==> src/rtl/bool_eval_pkg.sv <==
`default_nettype none
// ============================================================================
//  Module      : bool_eval_pkg
//  Description : Shared types and constants for the boolean sweep evaluator.
//                Holds the sweep FSM state type, default input/output counts
//                and the helper that locates one function's minterm count
//                inside the flattened ones_cnt bus.
//  Revision    : 1.0 - initial release
// ============================================================================
package bool_eval_pkg;

    typedef enum logic [1:0] {
        ST_IDLE  = 2'd0,
        ST_SWEEP = 2'd1,
        ST_DONE  = 2'd2
    } state_t;

    localparam int C_DEF_N_IN  = 3;
    localparam int C_DEF_N_OUT = 2;

    // Each count is N_IN+1 bits wide so an all-ones table (2**N_IN) fits.
    function automatic int cnt_lsb(input int j, input int n_in);
        return j * (n_in + 1);
    endfunction

endpackage : bool_eval_pkg
`default_nettype wire

==> src/rtl/bool_sweep_eval_lut_bank.sv <==
`default_nettype none
// ============================================================================
//  Module      : lut_bank
//  Description : N_OUT truth-table registers of 2**N_IN bits each.
//                Write port : we, sel, data (sel >= N_OUT matches no table).
//                Read port  : vec -> f[j] = table_j[vec], combinational.
//                Ports      : clk, rst (async, active-high, clears tables),
//                             we, sel[SELW], data[2**N_IN], vec[N_IN],
//                             f[N_OUT].
//  Revision    : 1.0 - initial release
// ============================================================================
module lut_bank #(
    parameter int N_IN  = 3,
    parameter int N_OUT = 2,
    parameter int SELW  = 1
) (
    input  logic                 clk,
    input  logic                 rst,
    input  logic                 we,
    input  logic [SELW-1:0]      sel,
    input  logic [2**N_IN-1:0]   data,
    input  logic [N_IN-1:0]      vec,
    output logic [N_OUT-1:0]     f
);

    localparam int c_TBL_W = 2**N_IN;

    logic [c_TBL_W-1:0] r_tab [N_OUT];

    generate
        for (genvar j = 0; j < N_OUT; j++) begin : g_tab
            always_ff @(posedge clk or posedge rst) begin
                if (rst) begin
                    r_tab[j] <= '0;
                end else if (we && (sel == SELW'(j))) begin
                    r_tab[j] <= data;
                end
            end

            assign f[j] = r_tab[j][vec];
        end
    endgenerate

endmodule : lut_bank
`default_nettype wire

==> src/rtl/bool_sweep_eval.sv <==
`default_nettype none
// ============================================================================
//  Module      : bool_sweep_eval
//  Description : Programmable N_IN-input / N_OUT-output boolean evaluator with
//                a built-in exhaustive sweeper. On start it streams every
//                input vector in ascending order with its function values
//                over a valid/ready port, counts each function's minterms and
//                pulses done for one cycle.
//                Ports : clk, rst (async, active-high)
//                        cfg_we, cfg_sel, cfg_table  - table load (IDLE only)
//                        start                       - begin sweep (IDLE only)
//                        busy, done                  - status
//                        out_valid, out_ready        - beat handshake
//                        out_vec, out_f              - beat payload
//                        ones_cnt                    - per-function counts
//  Revision    : 1.0 - initial release
// ============================================================================
module bool_sweep_eval
    import bool_eval_pkg::*;
#(
    parameter int N_IN  = C_DEF_N_IN,
    parameter int N_OUT = C_DEF_N_OUT,
    parameter int SELW  = (N_OUT > 1) ? $clog2(N_OUT) : 1
) (
    input  logic                        clk,
    input  logic                        rst,
    input  logic                        cfg_we,
    input  logic [SELW-1:0]             cfg_sel,
    input  logic [2**N_IN-1:0]          cfg_table,
    input  logic                        start,
    output logic                        busy,
    output logic                        done,
    output logic                        out_valid,
    input  logic                        out_ready,
    output logic [N_IN-1:0]             out_vec,
    output logic [N_OUT-1:0]            out_f,
    output logic [N_OUT*(N_IN+1)-1:0]   ones_cnt
);

    localparam int              c_CW      = N_IN + 1;
    localparam logic [N_IN-1:0] c_VEC_MAX = '1;

    state_t             r_state;
    state_t             w_state_nxt;
    logic [N_IN-1:0]    r_vec;
    logic [c_CW-1:0]    r_cnt [N_OUT];
    logic               r_busy;
    logic               r_valid;
    logic               r_done;
    logic [N_OUT-1:0]   w_f;
    logic               w_start_ok;
    logic               w_xfer;
    logic               w_last;
    logic               w_cfg_we;

    // Tables may only change while no sweep is in flight.
    assign w_cfg_we   = cfg_we && (r_state == ST_IDLE);
    assign w_start_ok = start  && (r_state == ST_IDLE);
    assign w_xfer     = (r_state == ST_SWEEP) && out_ready;
    assign w_last     = (r_vec == c_VEC_MAX);

    lut_bank #(
        .N_IN  (N_IN),
        .N_OUT (N_OUT),
        .SELW  (SELW)
    ) u_lut_bank (
        .clk  (clk),
        .rst  (rst),
        .we   (w_cfg_we),
        .sel  (cfg_sel),
        .data (cfg_table),
        .vec  (r_vec),
        .f    (w_f)
    );

    always_comb begin
        w_state_nxt = r_state;
        case (r_state)
            ST_IDLE:  if (w_start_ok)        w_state_nxt = ST_SWEEP;
            ST_SWEEP: if (w_xfer && w_last)  w_state_nxt = ST_DONE;
            ST_DONE:                         w_state_nxt = ST_IDLE;
            default:                         w_state_nxt = ST_IDLE;
        endcase
    end

    // Status outputs are decoded from the next state so they line up with
    // the registered state in the same cycle.
    always_ff @(posedge clk or posedge rst) begin
        if (rst) begin
            r_state <= ST_IDLE;
            r_vec   <= '0;
            r_busy  <= 1'b0;
            r_valid <= 1'b0;
            r_done  <= 1'b0;
        end else begin
            r_state <= w_state_nxt;
            r_busy  <= (w_state_nxt == ST_SWEEP);
            r_valid <= (w_state_nxt == ST_SWEEP);
            r_done  <= (w_state_nxt == ST_DONE);
            if (w_start_ok) begin
                r_vec <= '0;
            end else if (w_xfer && !w_last) begin
                r_vec <= r_vec + 1'b1;
            end
        end
    end

    generate
        for (genvar j = 0; j < N_OUT; j++) begin : g_cnt
            // Counts persist after done and restart only on an accepted start.
            always_ff @(posedge clk or posedge rst) begin
                if (rst) begin
                    r_cnt[j] <= '0;
                end else if (w_start_ok) begin
                    r_cnt[j] <= '0;
                end else if (w_xfer) begin
                    r_cnt[j] <= r_cnt[j] + c_CW'(w_f[j]);
                end
            end

            assign ones_cnt[cnt_lsb(j, N_IN) +: c_CW] = r_cnt[j];
        end
    endgenerate

    assign busy      = r_busy;
    assign done      = r_done;
    assign out_valid = r_valid;
    assign out_vec   = r_vec;
    assign out_f     = w_f;

endmodule : bool_sweep_eval
`default_nettype wire

==> config.mk <==
export PLATFORM = sky130hd
export DESIGN_NAME = bool_sweep_eval
export DESIGN_NICKNAME = d
export VERILOG_FILES = /design/src/rtl/bool_eval_pkg.sv /design/src/rtl/bool_sweep_eval_lut_bank.sv /design/src/rtl/bool_sweep_eval.sv
export SDC_FILE = /design/constraint.sdc
export NUM_CORES = 1
export LEC_CHECK = 0
export ABC_CLOCK_PERIOD_IN_PS = 2500
export CORE_UTILIZATION = 50
export DETAILED_ROUTE_END_ITERATION = 10
export GPL_ROUTABILITY_DRIVEN = 1
export PLACE_DENSITY = 0.89
export SYNTH_ARGS = -nofsm -noshare
export SYNTH_HDL_FRONTEND = slang
export SYNTH_SLANG_ARGS = --single-unit
==> constraint.sdc <==
create_clock -name clk -period 2.5 [get_ports clk]
set_input_delay 0.5 -clock clk [delete_from_list [all_inputs] [get_ports clk]]
set_output_delay 0.5 -clock clk [all_outputs]
set_load 0.05 [all_outputs]
-- Yosys cells after proc, flatten, opt, wreduce, memory -nomap -nowiden
Cells that the tools add are included.
- bits in registers: 31
- logic and storage cells: 41
- input bits: 14
- output and inout bits: 16
- add/subtract/negate cells: 3
- order comparisons: 1
- mux-type cells: 13
- bitwise operators: 1
- reduce and logical (&&, ||, !) cells: 11
- equal/unequal tests: 4
- operators by type and width (kind ; count):
    $mux 4 ; 4
    $add 4x1->4 ; 2
    $logic_and 1x1->1 ; 7
    $bmux 1 s3 ; 2
    $mux 3 ; 2
    $eq 2x1->1 const B ; 2
    $lt 3x4->1 const B ; 1
    $mux 2 ; 2
    $pmux 2 s2 ; 1
    $reduce_bool 2->1 ; 2
    $add 3x1->3 const B ; 1
    $eq 3x3->1 const B ; 1
    $eq 2x2->1 const B ; 1
    $logic_not 2->1 ; 1
    $mux 1 ; 2
    $logic_not 1->1 ; 1
    $not 1->1 ; 1

-- Logic depth before layout (Yosys ltp)
Gate-level depths: netlist of run 1.
- depth in word-level cells: 6
- gate-level depth with buffers: 8
- mapped depth without buffers: 7

-- Hierarchy
From an unflattened synthesis of run 1, not the netlist that was laid out.
- cell total of the unflattened synthesis: 98
- area total of the unflattened synthesis: 1470.2 um2
- modules (own cells, without submodules) (module ; area an instance (um2) ; cells each ; seq. area each (um2) ; instances):
    bool_sweep_eval ; 743.2 ; 56 ; 375.4 ; 1
    lut_bank ; 726.9 ; 42 ; 400.4 ; 1

-- Worst setup path before layout of run 1
OpenSTA, ideal clock, no wires.
- path type: register to register
- start point: register r_vec[0] (netlist: out_vec[0])
- end point: register r_cnt (netlist bit ones_cnt[2])
- setup time: 0.136 ns
- buffers on the path: 1
- period minus slack after synthesis: 2.637 ns
- required time: 2.364 ns
- cell stages (with the launch flop): 9
- setup slack: -0.137 ns
- arrival: 2.501 ns
- cells stage by stage: dfrtp_1 buf_2 mux4_2 mux2_2 ha_1 ha_1 nand4b_1 xor2_1 nor2_1
- cells in the longest elaborated chain, start to end: 5
- RTL lines (element ; RTL line ; text):
    start, declared ; bool_sweep_eval.sv:45 ; logic [N_IN-1:0] r_vec;
    start signal, assigned ; bool_sweep_eval.sv:103 ; r_vec <= r_vec + 1'b1;
    $bmux 1 s3 ; bool_sweep_eval_lut_bank.sv:40 ; assign f[j] = r_tab[j][vec];
    $mux 1 (implied by the code) ; bool_sweep_eval_lut_bank.sv:40 ;
    named net out_f[0] ; bool_sweep_eval.sv:36 ; output logic [N_OUT-1:0] out_f,
    $add 4x1->4 ; bool_sweep_eval.sv:117 ; r_cnt[j] <= r_cnt[j] + c_CW'(w_f[j]);
    $mux 4 ; bool_sweep_eval.sv:116 ; end else if (w_xfer) begin
    $mux 4 ; bool_sweep_eval.sv:114 ; end else if (w_start_ok) begin
    end signal, assigned by index ; bool_sweep_eval.sv:117 ;
    end, declared ; bool_sweep_eval.sv:46 ; logic [c_CW-1:0] r_cnt [N_OUT];
The timed path passes the listed nets, and every way through them passes these cells. The select of a mux whose other input is x is not followed.
A chain may end at the register's enable or synchronous reset.

-- Worst setup path in the final report of run 1
- start point: register r_vec[0] (netlist: out_vec[0])
- end point: output out_f[1]
- cells in the longest elaborated chain, start to end: 2
- RTL lines (element ; RTL line):
    $bmux 1 s3 ; bool_sweep_eval_lut_bank.sv:40
    $mux 1 (implied by the code) ; bool_sweep_eval_lut_bank.sv:40
    end, declared ; bool_sweep_eval.sv:36
Every way passes these cells. The select of a mux whose other input is x is not followed.

==> results of run 1 <==
## flip-flops by register name (all words and copies together), names as in the netlist
name	count
u_lut_bank.r_tab	16
ones_cnt	8
out_vec	3
r_state	2
done	1
out_valid	1
## layout make-up
cell class,instances,area (um2),share of cell area [%]
repair buffers,32,308,16.6
flip-flops and latches,31,778,41.9
inverters,1,3.75,0.202
clock buffers,6,51.3,2.76
clock inverters,2,35.0,1.89
well taps,31,38.8,2.09
multi-input cells,62,641,34.5
## placed cells by master (no fill, tap or decap), drive strengths merged, types with 2 or more instances in the layout
cell,instances
nand4b,2
nor2,8
mux4,4
and2,2
clkbuf,6
xor2,2
mux2,18
nand4,2
nand2b,2
clkdlybuf4s50,27
dfrtp,31
mux2i,5
a311oi,2
ha,6
buf,5
a22o,3
## power breakdown
part / switching, mW / leakage, nW / internal, mW / total [mW]
logic: 0.776 / 0.399 / 0.622 / 1.40
registers: 0.204 / 0.383 / 0.728 / 0.933
clock network: 0.178 / 0.0482 / 0.236 / 0.414
## cells by family (layout without fill, tap and decap cells)
kind of cell             Yosys count  after routing  share of synthesized area [%]
multiplexers                      27             27                           23.4
buffers and inverters              7             41                           3.33
adder cells (fa/ha/maj)            6              6                           5.12
AO/OA/AOI/OAI                      5              5                           2.99
flip-flops                        31             31                           52.9
XOR/XNOR                           3              3                           1.79
AND/OR/NAND/NOR                   21             21                           10.4
## metal layers
metal / track usage (%) / share of wire [%]
met5: 0 / 0
met4: 6.27 / 1.1
met3: 8.60 / 5.4
met2: 31.1 / 50
met1: 25.4 / 44
## worst max-delay path by stage
| stage | from | endpoint | slack [ns] | depth (start not counted) |
|---|---|---|---|---|
| after floorplan | out_vec[0] | ones_cnt[2] | 0.01 | 8 |
| after global placement | out_vec[0] | ones_cnt[6] | 0.39 | 7 |
| after detailed placement | out_vec[0] | ones_cnt[6] | 0.35 | 7 |
| after CTS | out_vec[0] | out_f[1] | 0.16 | 3 |
| after global routing | out_vec[0] | out_f[1] | 0.10 | 3 |
| final | out_vec[0] | out_f[1] | 0.18 | 3 |
## synth_stat cells (all sizes together) (2+ instances only)
cell    instances
dfrtp          31
mux2           18
nor2            8
buf             6
ha              6
mux2i           5
mux4            4
a22o            3
a311oi          2
and2            2
nand2b          2
nand4           2
nand4b          2
xor2            2
==> results by group, run 1 <==
Run status
  • Status: finished clean

CTS
  • PostCTS Resize Cnt: 0
  • Clock Latency Late Sink: 0.34 ns
  • # hold bufs at CTS: 0
  • Clock Path Buffers: 2
  • Clock sink count: 31
  • CTS buffer count: 5
  • Clock tree root buffer cell: clkbuf_4
  • CTS tree: built
  • H-tree depth: 2
  • Setup Fix Bufs, Post-CTS: 0
  • Reg clk slew, reported paths: 0.09 ns

STA
  • Unrepaired setup endpoints after global routing: no
  • Fin Setup TNS: 0 ns
  • Post-route setup slack: 0.181 ns
  • Worst hold slack: 0.479 ns
  • Slew @ Worst Pin: 0.606 ns
  • Final cycle utilization of the critical path: 92.8%
  • Final max-slew violation count: 0
  • Highest Clock Rate: 431 MHz
  • Final worst path period need: 2.32 ns
  • Setup Viol. Count Final: 0
  • Final Hold Viols: 0
  • Skew final: 0.0114 ns
  • Relative slew slack: 59.4%

Logic synthesis
  • Register area share after synthesis: 52.9%
  • Cell area after synthesis: 1470 um2
  • Cell accounting for the most synthesized area: dfrtp_1
  • Syn nets: 120
  • Avg Inst Size Synth: 14.7 um2
  • Synth unique cells: 23
  • #FFs+latches synth: 31
  • Ys flop type: dfrtp_1
  • Synth Warn #: 0
  • Synth top area cells: dfrtp_1 (53%), mux2_2 (14%), mux4_2 (6.1%), ha_1 (5.1%), mux2i_1 (3.4%)
  • Mapped Cells: 100
  • Synth top area share: 52.9%
  • Post-synth EDFFs: 0
  • Share of flip-flops with an asynchronous set or reset: 100%

Route
  • Drt first pass iters: 4
  • Post-DR wirelength/cell: 15.9 um
  • Vias per cell: 5.57
  • DRC viols: 0
  • 1st-iter DRT viols: 22
  • Total number of vias: 919
  • Final ANT Viol Nets: 0
  • Detailed Route WL: 2630 um

Critical path
  • WP data required: 2.00 ns
  • Setup crit end kind: output pin
  • Worst Reg-to-Reg Cells: 7
  • Crit path arrival time: 1.82 ns
  • R2r startpoint: out_vec[0]
  • Slowest stage delay, CP: 0.52 ns
  • Crit Path Category: flip-flop to output pin
  • Worst path slowest cell: mux4_2
  • CP cell instances: mux4_2 -> mux2_2 -> buf_4
  • Worst reg2reg path endpoint: ones_cnt[6]
  • Top delay family on crit path: multiplexers
  • Max FO, Critical Path: 7
  • R2R setup slack: 0.33 ns
  • Buf+Inv Stages, Crit Path: 1
  • Crit path launch type: flip-flop

Floorplan
  • Die span in y: 56.1 um
  • Area of the core: 2760 um2
  • I/O pin count: 30
  • Site Rows: 19
  • Die area: 3150 um2
  • Starting density of the core: 53.1%
  • Die X-Extent: 56.1 um

Pwr
  • LEAKAGE: 0.830 nW
  • Peak VDD IR: 1110 uV
  • Overall Power: 2.75 mW
  • PD cells: 1480 nW/um2

Global routing
  • Largest net degree at the start of global routing: 32
  • Vias in the first global route: 980
  • Initial antenna violation count: 0
  • Global-route wire length before repair: 4680 um
  • Total GRT Usage: 20.0%
  • Gr ovfl total: 0

Final layout
  • Filler cell count: 205
  • Diode count: 0
  • Area growth syn-to-layout: 26.6%
  • Final core utilization: 67.3%
  • Fin area: 1860 um2
  • Share of layout cells above drive strength 1: 29.1%
  • Non-Filler Instances: 165
  • Nets: 153

Min path
  • Hold EP: ones_cnt[7]
  • Tightest Hold Check Type: flip-flop to flip-flop
  • Hold_sp: ones_cnt[7]
  • Worst hold path depth: 1

Placement
  • Dpl cells: 157
  • Dpl hpwl: 1960 um
  • GP Congestion: 0.789
  • # port buffers: 29
  • Post-place instance area: 1770 um2
  • Placement-stage worst setup slack: 0.345 ns

Run
  • Number of max-cap violations: 0
Power figures use the tool's default switching activity.
==> run 2, diff against run 1 <==
- GPL_TIMING_DRIVEN: default -> 0
- SLEW_MARGIN: default -> 20
==> run 2 against run 1 <==
Maximum frequency is 2.2% lower. Highest routed layer unchanged. Final area is 0.74% lower. Cell count increased by 1.2%. Via count rose by 3.2%. Critical path type unchanged. Combinational power is 4% higher. Largest cell class unchanged. Largest power group unchanged.
==> results by group, run 2 (synthesized netlist as in run 1, its figures left out) <==
Run status
  • Status: finished clean (unchanged)

Placement
  • Dpl hpwl: 2050 um (was 1960 um)
  • # port buffers: 29 (unchanged)
  • GP Congestion: 0.727 (was 0.789)
  • Placement-stage worst setup slack: -0.0859 ns (was 0.345 ns)
  • Dpl cells: 160 (was 157)

Final layout
  • Share of layout cells above drive strength 1: 30.1% (was 29.1%)
  • Filler cell count: 224 (was 205)
  • Max reg flops: 16 (unchanged)
  • Commonest cells after routing, fill and taps aside: dfrtp_1 (29), clkdlybuf4s50_1 (27), mux2_2 (18), nor2_1 (8), ha_1 (6) (unchanged)
  • Commonest non-fill, non-tap cell in the layout: dfrtp_1 (unchanged)
  • Diode count: 0 (unchanged)
  • Area growth syn-to-layout: 25.7% (was 26.6%)
  • Nets: 155 (was 153)
  • FF+latch area: 778 um2 (unchanged)
  • Multi-input gate area: 641 um2 (unchanged)
  • Non-Filler Instances: 167 (was 165)
  • Top reg by flops: u_lut_bank.r_tab (unchanged)

STA
  • Final Hold Viols: 0 (unchanged)
  • Final worst path period need: 2.37 ns (was 2.32 ns)
  • Highest Clock Rate: 422 MHz (was 431 MHz)
  • Relative slew slack: 58.2% (was 59.4%)
  • Post-route setup slack: 0.130 ns (was 0.181 ns)
  • Unrepaired setup endpoints after global routing: no (unchanged)
  • Worst hold slack: 0.478 ns (was 0.479 ns)
  • Skew final: 0.0133 ns (was 0.0114 ns)
  • Slew @ Worst Pin: 0.626 ns (was 0.606 ns)
  • Final cycle utilization of the critical path: 94.8% (was 92.8%)
  • Final max-slew violation count: 0 (unchanged)
  • Setup Viol. Count Final: 0 (unchanged)

Floorplan
  • Die X-Extent: 56.1 um (unchanged)
  • Starting density of the core: 53.1% (unchanged)
  • I/O pin count: 30 (unchanged)
  • Site Rows: 19 (unchanged)
  • Die span in y: 56.1 um (unchanged)
  • Area of the core: 2760 um2 (unchanged)
  • Die area: 3150 um2 (unchanged)

Pwr
  • Psw: 1.17 mW (was 1.16 mW)
  • Sequential power share: 34.2% (was 34.0%)
  • PD cells: 1450 nW/um2 (was 1480 nW/um2)
  • Sw Share: 44.0% (was 42.2%)
  • LEAKAGE: 0.825 nW (was 0.830 nW)
  • Clock network power share: 11.2% (was 15.1%)
  • Gate power share: 54.6% (was 50.9%)
  • Pint: 1.49 mW (was 1.59 mW)
  • Peak VDD IR: 1240 uV (was 1110 uV)

Min path
  • Tightest Hold Check Type: flip-flop to flip-flop (unchanged)

Route
  • Detailed Route WL: 2850 um (was 2630 um)
  • Final ANT Viol Nets: 0 (unchanged)
  • DRC viols: 0 (unchanged)
  • Vias per cell: 5.68 (was 5.57)
  • Total number of vias: 948 (was 919)
  • Post-DR wirelength/cell: 17.0 um (was 15.9 um)
  • 1st-iter DRT viols: 18 (was 22)
  • Drt first pass iters: 4 (unchanged)

CTS
  • Setup Fix Bufs, Post-CTS: 0 (unchanged)
  • H-tree depth: 2 (unchanged)
  • Reg clk slew, reported paths: 0.10 ns (was 0.09 ns)
  • Clock tree root buffer cell: clkbuf_4 (unchanged)
  • # hold bufs at CTS: 0 (unchanged)
  • Clock sink count: 31 (unchanged)
  • Clock Path Buffers: 2 (unchanged)
  • CTS buffer count: 5 (unchanged)
  • CTS tree: built (unchanged)
  • Clock Latency Late Sink: 0.33 ns (was 0.34 ns)

Global routing
  • Largest net degree at the start of global routing: 32 (unchanged)
  • Gr ovfl total: 0 (unchanged)
  • Total GRT Usage: 21.6% (was 20.0%)
  • Initial antenna violation count: 0 (unchanged)
  • Global-route wire length before repair: 4950 um (was 4680 um)
  • Vias in the first global route: 1,009 (was 980)

Critical path
  • WP data required: 2.00 ns (about the same)
  • Crit path launch type: flip-flop (unchanged)
  • Crit path arrival time: 1.87 ns (was 1.82 ns)
  • Setup crit end kind: output pin (unchanged)
  • Max FO, Critical Path: 7 (unchanged)
  • Crit Path Category: flip-flop to output pin (unchanged)

Run
  • Number of max-cap violations: 0 (unchanged)
run 2: cell count changes in the layout (fill, tap and decap cells not counted):
cell,before,now
buf_2,0,4
buf_4,5,1
buf_6,0,2
bufinv_16,1,0
clkbuf_1,0,1
inv_1,1,0
inv_2,0,1
run 2: final timing paths:
path | end | cells after the start | slack (ns) | startpoint
setup / recovery | out_f[0] | 3 | 0.13 | out_vec[0]
hold / removal | ones_cnt[7] | 1 | 0.48 | ones_cnt[7]
setup reg to reg | ones_cnt[2] | 7 | 0.27 | out_vec[0]
hold reg to reg | ones_cnt[7] | 1 | 0.48 | ones_cnt[7]
max in group asynchronous | out_vec[1] | 2 | 1.49 | rst
min in group asynchronous | ones_cnt[7] | 2 | 0.57 | rst
run 2: power groups by stage:
stage                     Clock [mW]  Combinational [mW]  Sequential, mW
after floorplan                    0               0.811            1.15
final                          0.299                1.45           0.912
after global placement             0                1.46           0.881
after CTS                      0.305                1.49           0.896
after detailed placement           0                1.52           0.903
after global routing           0.327                1.55           0.949
run 2: layer usage:
layer / global-route usage [%] / part of all wire (%) / vias up
met4: 8.36 / 2.5 / 0
met1: 25.8 / 40 / 473
met2: 35.5 / 52 / 31
li1: - / - / 436
met5: 0 / 0 / -
met3: 7.91 / 4.8 / 8
run 2: repair_timing:
action / CTS / global route
pin swaps: 0 / 0
gates resized for setup: 10 / 0
setup endpoints to repair: 2 / 2
run 2: final cells by class:
cell class | count | share of cell area [%]
buffer | 5 | 2.17
clock buffer | 7 | 2.99
clock inverter | 1 | 0.272
inverter | 1 | 0.204
multi-input combinational | 62 | 34.8
sequential | 31 | 42.3
tap | 31 | 2.11
timing repair buffer | 29 | 15.2
run 2: worst max-delay path: stages, from the launching register on:
cell     delay (ns)
dfrtp_2        0.49
mux4_2         0.54
mux2_2         0.29
buf_2          0.21
run 2: through the flow:
step	total power [mW]	TNS, ns	area [um2]	utilization [%]
after floorplan	1.96	0	1470	-
after global placement	2.34	-0.153	1800	65.2
after detailed placement	2.42	-0.169	1800	65.2
after CTS	2.69	0	1850	67.0
after global routing	2.82	0	1840	66.8
final	2.66	0	1840	66.8
